[src/rtl/bira_pkg.sv]
// Shared types and constants for the BIRA block: FSM states, fault record,
// spare geometry and the spare_struct -> row/column spare split decoder.
package bira_pkg;

    localparam int ADDR_W    = 4;
    localparam int CAM_DEPTH = 8;
    localparam int SPARES    = 4;

    typedef enum logic [2:0] {
        ST_IDLE,
        ST_SCAN,
        ST_ANALYZE,
        ST_DONE,
        ST_FAIL
    } state_t;

    typedef struct packed {
        logic [ADDR_W-1:0] row;
        logic [ADDR_W-1:0] col;
    } fault_t;

    typedef struct packed {
        logic [2:0] r;
        logic [2:0] c;
    } spare_cfg_t;

    function automatic spare_cfg_t decode_spares(input logic [1:0] s);
        spare_cfg_t cfg;
        cfg.r = {1'b0, s} + 3'd1;
        cfg.c = 3'd4 - cfg.r;
        return cfg;
    endfunction

endpackage

[src/rtl/bira_spare_analyzer.sv]
// Combinational feasibility check of one row/column assignment c over the
// fault store, producing the packed spare-address slots.
module bira_spare_analyzer
    import bira_pkg::*;
(
    input  fault_t [CAM_DEPTH-1:0]        faults_i,
    input  logic   [3:0]                  n_i,
    input  logic   [CAM_DEPTH-1:0]        comb_i,
    input  logic   [2:0]                  r_i,
    input  logic   [2:0]                  c_i,
    output logic                          feasible_o,
    output logic   [SPARES*ADDR_W-1:0]    slots_o
);

    logic [3:0]                          nr;
    logic [3:0]                          nc;
    logic [3:0]                          cidx;
    logic                                dup;
    logic [SPARES-1:0][ADDR_W-1:0]       slot;

    always_comb begin
        nr   = '0;
        nc   = '0;
        cidx = '0;
        dup  = 1'b0;
        slot = '0;
        for (int unsigned i = 0; i < CAM_DEPTH; i++) begin
            if (4'(i) < n_i) begin
                // A line counts once: skip it if an earlier fault on the same spare type shares it
                dup = 1'b0;
                for (int unsigned j = 0; j < CAM_DEPTH; j++) begin
                    if (j < i && comb_i[j[2:0]] == comb_i[i[2:0]]) begin
                        if (comb_i[i[2:0]] ? (faults_i[j[2:0]].col == faults_i[i[2:0]].col)
                                           : (faults_i[j[2:0]].row == faults_i[i[2:0]].row))
                            dup = 1'b1;
                    end
                end
                if (!dup) begin
                    if (!comb_i[i[2:0]]) begin
                        if (nr < {1'b0, r_i})
                            slot[nr[1:0]] = faults_i[i[2:0]].row;
                        nr = nr + 4'd1;
                    end else begin
                        cidx = {1'b0, r_i} + nc;
                        if (nc < {1'b0, c_i})
                            slot[cidx[1:0]] = faults_i[i[2:0]].col;
                        nc = nc + 4'd1;
                    end
                end
            end
        end
        feasible_o = (nr <= {1'b0, r_i}) && (nc <= {1'b0, c_i});
        slots_o    = slot;
    end

endmodule

[src/rtl/bira_top.sv]
// BIRA top: scans a 16x16 array against the built-in fault list, stores faults,
// then searches spare allocations. Optional feature macro: BIRA_EARLY_TERM_EN.
module bira_top
    import bira_pkg::*;
#(
    parameter int          FAULT_NUM  = 5,
    parameter logic [95:0] FAULT_LIST = 96'h0000_0000_0000_0092_7732_1512
) (
    input  logic        clk,
    input  logic        rst,
    input  logic        test,
    input  logic [1:0]  spare_struct,
    output logic        repair,
    output logic        early_term,
    output logic [15:0] solution,
    output logic        test_end_for_time
);

    localparam logic [11:0][7:0] LIST = FAULT_LIST;

    state_t                    state_q, state_d;
    logic [2*ADDR_W-1:0]       addr_q, addr_d;
    logic [3:0]                cnt_q, cnt_d;
    fault_t [CAM_DEPTH-1:0]    store_q, store_d;
    logic                      ovf_q, ovf_d;
    logic [CAM_DEPTH-1:0]      comb_q, comb_d;
    spare_cfg_t                cfg_q, cfg_d;
    logic                      repair_q, repair_d;
    logic                      early_q, early_d;
    logic [15:0]               sol_q, sol_d;
    logic                      tend_q, tend_d;

    logic                      hit;
    logic                      overflow;
    logic                      feasible;
    logic [15:0]               slots;
    logic [8:0]                last_c;

    always_comb begin
        hit = 1'b0;
        for (int unsigned k = 0; k < 12; k++) begin
            if (int'(k) < FAULT_NUM && LIST[k[3:0]] == addr_q)
                hit = 1'b1;
        end
    end

    assign overflow = hit && (cnt_q == 4'(CAM_DEPTH));
    assign last_c   = (9'd1 << cnt_q) - 9'd1;

    bira_spare_analyzer u_analyzer (
        .faults_i   (store_q),
        .n_i        (cnt_q),
        .comb_i     (comb_q),
        .r_i        (cfg_q.r),
        .c_i        (cfg_q.c),
        .feasible_o (feasible),
        .slots_o    (slots)
    );

    always_ff @(posedge clk or posedge rst) begin
        if (rst) begin
            state_q  <= ST_IDLE;
            addr_q   <= '0;
            cnt_q    <= '0;
            store_q  <= '0;
            ovf_q    <= 1'b0;
            comb_q   <= '0;
            cfg_q    <= '0;
            repair_q <= 1'b0;
            early_q  <= 1'b0;
            sol_q    <= '0;
            tend_q   <= 1'b0;
        end else begin
            state_q  <= state_d;
            addr_q   <= addr_d;
            cnt_q    <= cnt_d;
            store_q  <= store_d;
            ovf_q    <= ovf_d;
            comb_q   <= comb_d;
            cfg_q    <= cfg_d;
            repair_q <= repair_d;
            early_q  <= early_d;
            sol_q    <= sol_d;
            tend_q   <= tend_d;
        end
    end

    always_comb begin
        state_d  = state_q;
        addr_d   = addr_q;
        cnt_d    = cnt_q;
        store_d  = store_q;
        ovf_d    = ovf_q;
        comb_d   = comb_q;
        cfg_d    = cfg_q;
        repair_d = repair_q;
        early_d  = early_q;
        sol_d    = sol_q;
        tend_d   = 1'b0;
        case (state_q)
            ST_IDLE: begin
                if (test) begin
                    state_d = ST_SCAN;
                    addr_d  = '0;
                    cnt_d   = '0;
                    store_d = '0;
                    ovf_d   = 1'b0;
                end
            end
            ST_SCAN: begin
                if (!test) begin
                    state_d = ST_IDLE;
                    cnt_d   = '0;
                    store_d = '0;
                    ovf_d   = 1'b0;
                end else begin
                    addr_d = addr_q + 1'b1;
                    if (hit && !overflow) begin
                        store_d[cnt_q[2:0]] = fault_t'(addr_q);
                        cnt_d = cnt_q + 4'd1;
                    end
                    if (addr_q == '1) begin
                        tend_d = 1'b1;
                        cfg_d  = decode_spares(spare_struct);
                        comb_d = '0;
                        if (ovf_q || overflow) begin
                            state_d = ST_FAIL;
                            early_d = 1'b1;
                        end else begin
                            state_d  = ST_ANALYZE;
                            repair_d = 1'b1;
                        end
                    end
`ifdef BIRA_EARLY_TERM_EN
                    // Overflow wins over end-of-scan: abort before any pulse or analysis
                    if (overflow) begin
                        state_d  = ST_FAIL;
                        early_d  = 1'b1;
                        tend_d   = 1'b0;
                        repair_d = 1'b0;
                    end
`else
                    if (overflow)
                        ovf_d = 1'b1;
`endif
                end
            end
            ST_ANALYZE: begin
                if (feasible) begin
                    state_d  = ST_DONE;
                    repair_d = 1'b0;
                    sol_d    = slots;
                end else if (comb_q == last_c[CAM_DEPTH-1:0]) begin
                    state_d  = ST_FAIL;
                    repair_d = 1'b0;
                    early_d  = 1'b1;
                    sol_d    = '0;
                end else begin
                    comb_d = comb_q + 1'b1;
                end
            end
            default: begin
            end
        endcase
    end

    assign repair            = repair_q;
    assign early_term        = early_q;
    assign solution          = sol_q;
    assign test_end_for_time = tend_q;

endmodule

[config.mk]
export PLATFORM = sky130hd
export DESIGN_NAME = bira_top
export DESIGN_NICKNAME = d
export VERILOG_FILES = /design/src/rtl/bira_pkg.sv /design/src/rtl/bira_spare_analyzer.sv /design/src/rtl/bira_top.sv
export SDC_FILE = /design/constraint.sdc
export NUM_CORES = 1
export LEC_CHECK = 0
export ABC_AREA = 0
export BUFFER_PORTS_ARGS = -buffer_cell sky130_fd_sc_hd__buf_2
export CAP_MARGIN = 20
export CORE_MARGIN = 2
export CORE_UTILIZATION = 55
export CTS_CLUSTER_DIAMETER = 30
export CTS_CLUSTER_SIZE = 25
export DETAILED_ROUTE_END_ITERATION = 8
export PLACE_DENSITY = 0.75
export SKIP_LAST_GASP = 1
export SLEW_MARGIN = 20
export SYNTH_ARGS = -nofsm -noshare
export SYNTH_HDL_FRONTEND = slang
export SYNTH_SLANG_ARGS = --single-unit
[constraint.sdc]
create_clock -name clk -period 9.3 [get_ports clk]
set_input_delay 0.93 -clock clk [delete_from_list [all_inputs] [get_ports clk]]
set_output_delay 0.93 -clock clk [all_outputs]
set_load 0.005 [all_outputs]
Word-level counts from Yosys, hierarchy flattened
Index checks and enable logic that the tools add are counted.

word-level totals
  register bits = 113
  logic and storage cells = 531

cells by class
  bitwise operators = 1
  muxes and demuxes = 276
  reduce and logical (&&, ||, !) cells = 35
  equal/unequal tests = 106
  shift operators = 1
  order comparisons = 58
  add/sub/neg operators = 27

operator list
  cell                                                               count
  two-way mux 16 bit                                                 39
  two-way mux 4 bit                                                  62
  bitwise mux 16 bit                                                 14
  equality test 4 bit                                                56
  two-way mux 64 bit                                                 3
  case mux 64 bit (2 select lines)                                   1
  demux 4 bit (select 2 bit)                                         15
  two-way mux 1 bit                                                  119
  bitwise mux 64 bit                                                 1
  adder 4 x 1 -> 4 bit, second input constant                        15
  two-way mux 8 bit                                                  7
  less-than comparator 4 x 3 -> 1 bit                                13
  less-than comparator 2 x 3 -> 1 bit, second input constant         15
  case mux 8 bit (2 select lines)                                    2
  greater-or-equal comparator 2 x 1 -> 1 bit, second input constant  15
  equality test 1 bit                                                28
  demux 8 bit (select 3 bit)                                         1
  logical AND 1 bit                                                  19
  two-way mux 3 bit                                                  6
  adder 8 x 1 -> 8 bit, second input constant                        2
  AND 16 bit                                                         1
  equality test 5 x 8 -> 1 bit, first input constant                 2
  less-than comparator 3 x 4 -> 1 bit, first input constant          4
  inequality test 2 bit, second input constant                       8
  35 further kinds                                                   56

Longest topological paths before layout
  depth in word-level cells = 44
  mapped depth = 37
  gate-level depth less buffers = 34

Hierarchy
Synthesis repeated with hierarchy kept, for this count alone.

second synthesis, totals
  cell total of the unflattened synthesis = 1,898
  area total of the unflattened synthesis = 14,741.6 µm²

by module, submodules not included
  module               cells an instance  area an instance (µm²)  instances  seq. area each (µm²)
  bira_spare_analyzer  1,464              9,833.2                 1          0.0
  bira_top             434                4,908.5                 1          2,777.7

Worst setup path before layout
No wires, ideal clock.

  path type = register to register
  start = register cnt_q[1]
  end = register sol_q[10] (netlist: solution[10])
  slack = 1.743 ns
  path buffers = 3
  library setup time = 0.132 ns
  stages on the path, launching flop included = 37
  arrival = 7.425 ns
  required time = 9.168 ns
  period minus slack after synthesis = 7.557 ns
  cells stage by stage = dfrtp_1 -> buf_2 -> inv_1 -> ha_1 -> buf_4 -> nor3b_4 -> nor2_1 -> o22ai_4 -> nor2_4 -> ha_1 -> or3_4 -> nand2_1 -> ha_1 -> and3b_1 -> a31oi_2 -> ha_1 -> nand2_1 -> o21ai_2 -> ha_1 -> or3_1 -> nand2_1 -> ha_1 -> nor2_1 -> a31o_2 -> ha_1 -> mux2_2 -> ha_1 -> nor2b_1 -> o21a_1 -> o21ai_0 -> and3_1 -> or4b_4 -> a21oi_4 -> o21ai_4 -> buf_4 -> a22oi_1 -> o41ai_2

on the way
  longest elaborated chain between the ends = 43

ends and longest elaborated chain
  what                                                                                          line            RTL
  start: declaration                                                                            bira_top.sv:23  logic [3:0] cnt_q, cnt_d;
  start signal: assignment                                                                      bira_top.sv:76  cnt_q <= cnt_d;
  parallel branches: the longest is 43 deep, another holds less-than comparator 1 x 4 -> 1 bit  --
  end signal: assignment                                                                        bira_top.sv:83  sol_q <= sol_d;
  end: declaration                                                                              bira_top.sv:30  logic [15:0] sol_q, sol_d;

Several ways; the timed one is not identified.
A chain may end at the register's enable or synchronous reset.

Worst setup path in the final report
  start = register cnt_q[0]
  end = register state_q[1]

on the way
  longest elaborated chain between the ends = 34

ends and longest elaborated chain
  what                                                                              line                                                  RTL
  less-than comparator 1 x 4 -> 1 bit                                               bira_spare_analyzer.sv:28                             if (4'(i) < n_i) begin
  two-way mux 1 bit                                                                 bira_spare_analyzer.sv:28
  adder 4 x 1 -> 4 bit, on equally long branches                                    bira_spare_analyzer.sv:42, bira_spare_analyzer.sv:47
  two-way mux 4 bit                                                                 bira_spare_analyzer.sv:39                             if (!comb_i[i[2:0]]) begin
  two-way mux 4 bit                                                                 bira_spare_analyzer.sv:38                             if (!dup) begin
  two-way mux 4 bit                                                                 bira_spare_analyzer.sv:28
  adder 4 x 1 -> 4 bit, on equally long branches                                    bira_spare_analyzer.sv:42, bira_spare_analyzer.sv:47
  two-way mux 4 bit                                                                 bira_spare_analyzer.sv:39
  (+18 left out)                                                                    --
  adder 4 x 1 -> 4 bit, on equally long branches                                    bira_spare_analyzer.sv:42, bira_spare_analyzer.sv:47
  two-way mux 4 bit                                                                 bira_spare_analyzer.sv:39
  two-way mux 4 bit                                                                 bira_spare_analyzer.sv:38
  two-way mux 4 bit                                                                 bira_spare_analyzer.sv:28
  less-or-equal comparator 4 x 3 -> 1 bit                                           bira_spare_analyzer.sv:52                             feasible_o = (nr <= {1'b0, r_i}) && (nc <= {1'b0, c_i});
  logical AND 1 bit                                                                 bira_spare_analyzer.sv:52
  inequality test 3 bit (no line) or two-way mux 3 bit (tied branches)              --
  AND reduction 4 bit (no line) or case mux 3 bit (3 select lines) (tied branches)  --
  end signal: assignment                                                            bira_top.sv:74                                        state_q <= state_d;
  end: declaration                                                                  bira_top.sv:21                                        state_t state_q, state_d;

Parallel ways exist; a longest one is shown, timed or not. The select of a mux whose other input is x is not followed.

==> qor.yml <==
post_layout_net_count: 2076
worst_setup_hold_path_clk_slew_ns: 0.08
worst_ep_required_time_ns: 9.55
syn_inst: 2049
vias_per_cell: 7.260
cts.path.max_buffers: 2
routed_wire_length_per_instance_um: 28.78
crit_path_end_kind: "register"
slew_viol_final: 0
cts.htree.levels: 3
cts_setup_buffers: 0
setup_total_negative_slack_ns: 0
ir_drop_uv: 200.7
grt_pass1_wl_mm: 102.6
timing.critical_path.mode_cell: "sky130_fd_sc_hd__ha_1"
drtPass1Iterations: 7
dr.first_iter.drc_count: 2478
fin_cells: 2380
insertion_delay_ns: 0.37
layout_cells_sized_above_1_pct: 9.319
dp_cells: 2363
worst_path_dominant_cell_family: "simple AND/OR/NAND/NOR gates"
worst_hold_slack_ns: 0.4761
finalSetupViolations: 0
cts_made_buffers: 9
timing.critical_path.fanout_max: 18
fp.dieArea_um2: 30290
relative_slew_slack_pct: 25.42
layout-area-overhead-vs-synth_pct: 3.690
synth_area_per_cell_um2: 7.762
crit_path_top_delay_cell: "sky130_fd_sc_hd__or4b_4"
die-height_um: 174.1
post-route-drc-count: 0
num_rows: 62
globalRoute.totalOverflow: 0
cp.buffers_inverters: 3
start_util_pct: 55.56
design.core.area_um2: 28630
synth_seq_cells: 111
clock_tree.root_cell: "sky130_fd_sc_hd__clkbuf_16"
cts_tree: "yes"
tritoncts_num_sinks: 111
syn-num-nets: 2134
portBuffers: 23
cp_slowest_stage_delay_ns: 0.50
power_per_cell_area_nw_per_um2: 73.04
synth.cell_area_um2: 15900
run_status: "complete, no violations"
synth_flop_cell: "sky130_fd_sc_hd__dfrtp_1"
finalWorstPathRequiredPeriod_ns: 8.810
maximum_number_of_pins_on_one_net_before_global_route_repair: 68
ys.warnings.count: 0
placed_wire_length_estimate_mm: 51.10
post-route-util_pct: 57.61
lkg_pwr_nw: 7.124
n_fill_cell: 2704
min_period_over_period_pct: 94.73
setup.worst_path.start_class: "register"
number_of_enable_flip_flop_cells_after_synthesis: 0
wl_mm: 68.50
max-cap-violations: 0
hold_path.class: "reg2reg"
num_io_pins: 24
dr_total_vias: 17280
finClkSkew_ns: 0.01197
setup_repair_after_global_routing_missed_its_margin: "false"
final-hold-violation-count: 0
data_arrival_critical_path_ns: 9.06
grt_antenna_before_repair: 0
dieWidth_um: 174.1
achievable-frequency_ghz: 0.1135
grt_usage_pct: 44.59
gp_congestion: 0.9865
vias_in_the_first_global_route: 16000
synth_seq_area_share_pct: 17.47
synth_cell_types: 118
async_flop_share_pct: 100.0
max_slew.worst_pin.slew_ns: 1.107
setup.worst_path.class: "reg2reg"
diodes: 0
routed_antenna_nets: 0
-- Yosys cell counts (34+ instances only) --
library cell / count / area, um^2
sky130_fd_sc_hd__a21oi_1: 100 / 500.5
sky130_fd_sc_hd__a22o_1: 58 / 508.0
sky130_fd_sc_hd__buf_2: 49 / 245.2
sky130_fd_sc_hd__clkbuf_1: 61 / 229.0
sky130_fd_sc_hd__dfrtp_1: 111 / 2778
sky130_fd_sc_hd__ha_1: 80 / 1001
sky130_fd_sc_hd__inv_1: 85 / 319.1
sky130_fd_sc_hd__mux2i_1: 34 / 340.3
sky130_fd_sc_hd__nand2_1: 161 / 604.3
sky130_fd_sc_hd__nand3_1: 83 / 415.4
sky130_fd_sc_hd__nor2_1: 144 / 540.5
sky130_fd_sc_hd__nor3_1: 68 / 340.3
sky130_fd_sc_hd__o21ai_0: 92 / 460.4
sky130_fd_sc_hd__o22ai_1: 43 / 269.0
sky130_fd_sc_hd__xnor2_1: 155 / 1358
sky130_fd_sc_hd__xor2_1: 104 / 910.9
-- cell type report --
type | count | area (um^2) | share of cell area, %
tap | 384 | 480.5 | 2.914
multi-input combinational | 1702 | 12080 | 73.27
clock buffer | 9 | 225.2 | 1.366
sequential | 111 | 2779 | 16.85
inverter | 97 | 381.6 | 2.314
clock inverter | 7 | 73.82 | 0.4476
timing repair buffer | 70 | 467.9 | 2.838
-- per-layer routing --
layer	part of all wire, %	routed length [um]	vias to the layer above	global-route usage (%)
met5	0	0	-	0
met4	5.9	4074	0	22.86
met3	12	8534	239	9.821
met2	42	28860	1208	66.15
met1	39	27030	8361	60.86
li1	-	-	7470	-
-- sequential cells by signal, indices dropped and copies added, names as in the netlist --
name	flops
addr_q	8
repair	1
store_q	64
test_end_for_time	1
state_q	3
early_term	1
cfg_q	4
solution	16
ovf_q	1
cnt_q	4
comb_q	8
-- cells by family (layout without fill, tap and decap cells) --
family	Yosys count	in the layout	synth area share (%)
xor gates and xnor gates	272	272	16.04
and+or+nand+nor	668	669	21.39
adders and majority gates	80	80	6.294
muxes	49	49	3.202
buffers and inverters	237	183	6.734
AOI/OAI and AO/OA	632	632	28.87
DFF	111	111	17.47
-- timing repair --
| action | in CTS | in global routing |
|---|---|---|
| gates resized for setup | 0 | 4 |
| hold buffers | 0 | 0 |
| endpoints found under the setup margin | 0 | 10 |
-- where the power goes --
part	internal, W	switching [W]	total (W)	leakage, nW
clock	0.000192	0.000205	0.000397	0.144
combinational	0.0000697	0.000186	0.000256	5.46
sequential	0.000506	0.0000459	0.000551	1.52
-- worst paths after layout --
| check | from | to | slack (ns) | depth (start not counted) |
|---|---|---|---|---|
| worst max-delay path | cnt_q[0] | state_q[1] | 0.49 | 35 |
| worst min-delay path | early_term | early_term | 0.48 | 1 |
| worst max register to register | cnt_q[0] | state_q[1] | 0.49 | 35 |
| worst min register to register | early_term | early_term | 0.48 | 1 |
| max in group asynchronous | rst | cnt_q[1] | 7.39 | 3 |
| min in group asynchronous | rst | addr_q[2] | 0.61 | 2 |
-- worst reg2reg max path, delay by kind of cell (launching register included) --
kind / cells / cell delay (ns)
DFF: 1 / 0.47
and+or+nand+nor: 13 / 2.95
AOI/OAI and AO/OA: 9 / 1.93
buffers and inverters: 3 / 0.59
muxes: 2 / 0.64
adders and majority gates: 8 / 2.06
-- through the flow --
step	setup WS (ns)	power, W	cell area [um^2]
finish	0.4905	0.001205	16490
global route	0.02776	0.001246	16490
CTS	0.3619	0.001196	16460
detailed placement	0.4414	0.0008088	16160
global placement	0.6817	0.0008009	16160
floorplan	1.743	0.0007116	15900
-- layout by cell type (no fill, tap or decap), types with 26 or more instances in the layout --
master                     synthesis  routed
sky130_fd_sc_hd__nor2_1          144     142
sky130_fd_sc_hd__a211oi_1         28      28
sky130_fd_sc_hd__buf_4            23      47
sky130_fd_sc_hd__nor4_1           26      26
sky130_fd_sc_hd__inv_1            85      84
sky130_fd_sc_hd__a21oi_1         100     100
sky130_fd_sc_hd__a31oi_1          27      27
sky130_fd_sc_hd__and3_1           27      27
sky130_fd_sc_hd__xor2_1          104     104
sky130_fd_sc_hd__o22ai_1          43      43
sky130_fd_sc_hd__nand2_1         161     161
sky130_fd_sc_hd__o21ai_0          92      92
sky130_fd_sc_hd__xnor2_1         155     155
sky130_fd_sc_hd__a22o_1           58      58
sky130_fd_sc_hd__nand3_1          83      83
sky130_fd_sc_hd__mux2i_1          34      34
sky130_fd_sc_hd__dfrtp_1         111     110
sky130_fd_sc_hd__nor3_1           68      68
sky130_fd_sc_hd__ha_1             80      80
(Power assumes the default switching activity.)
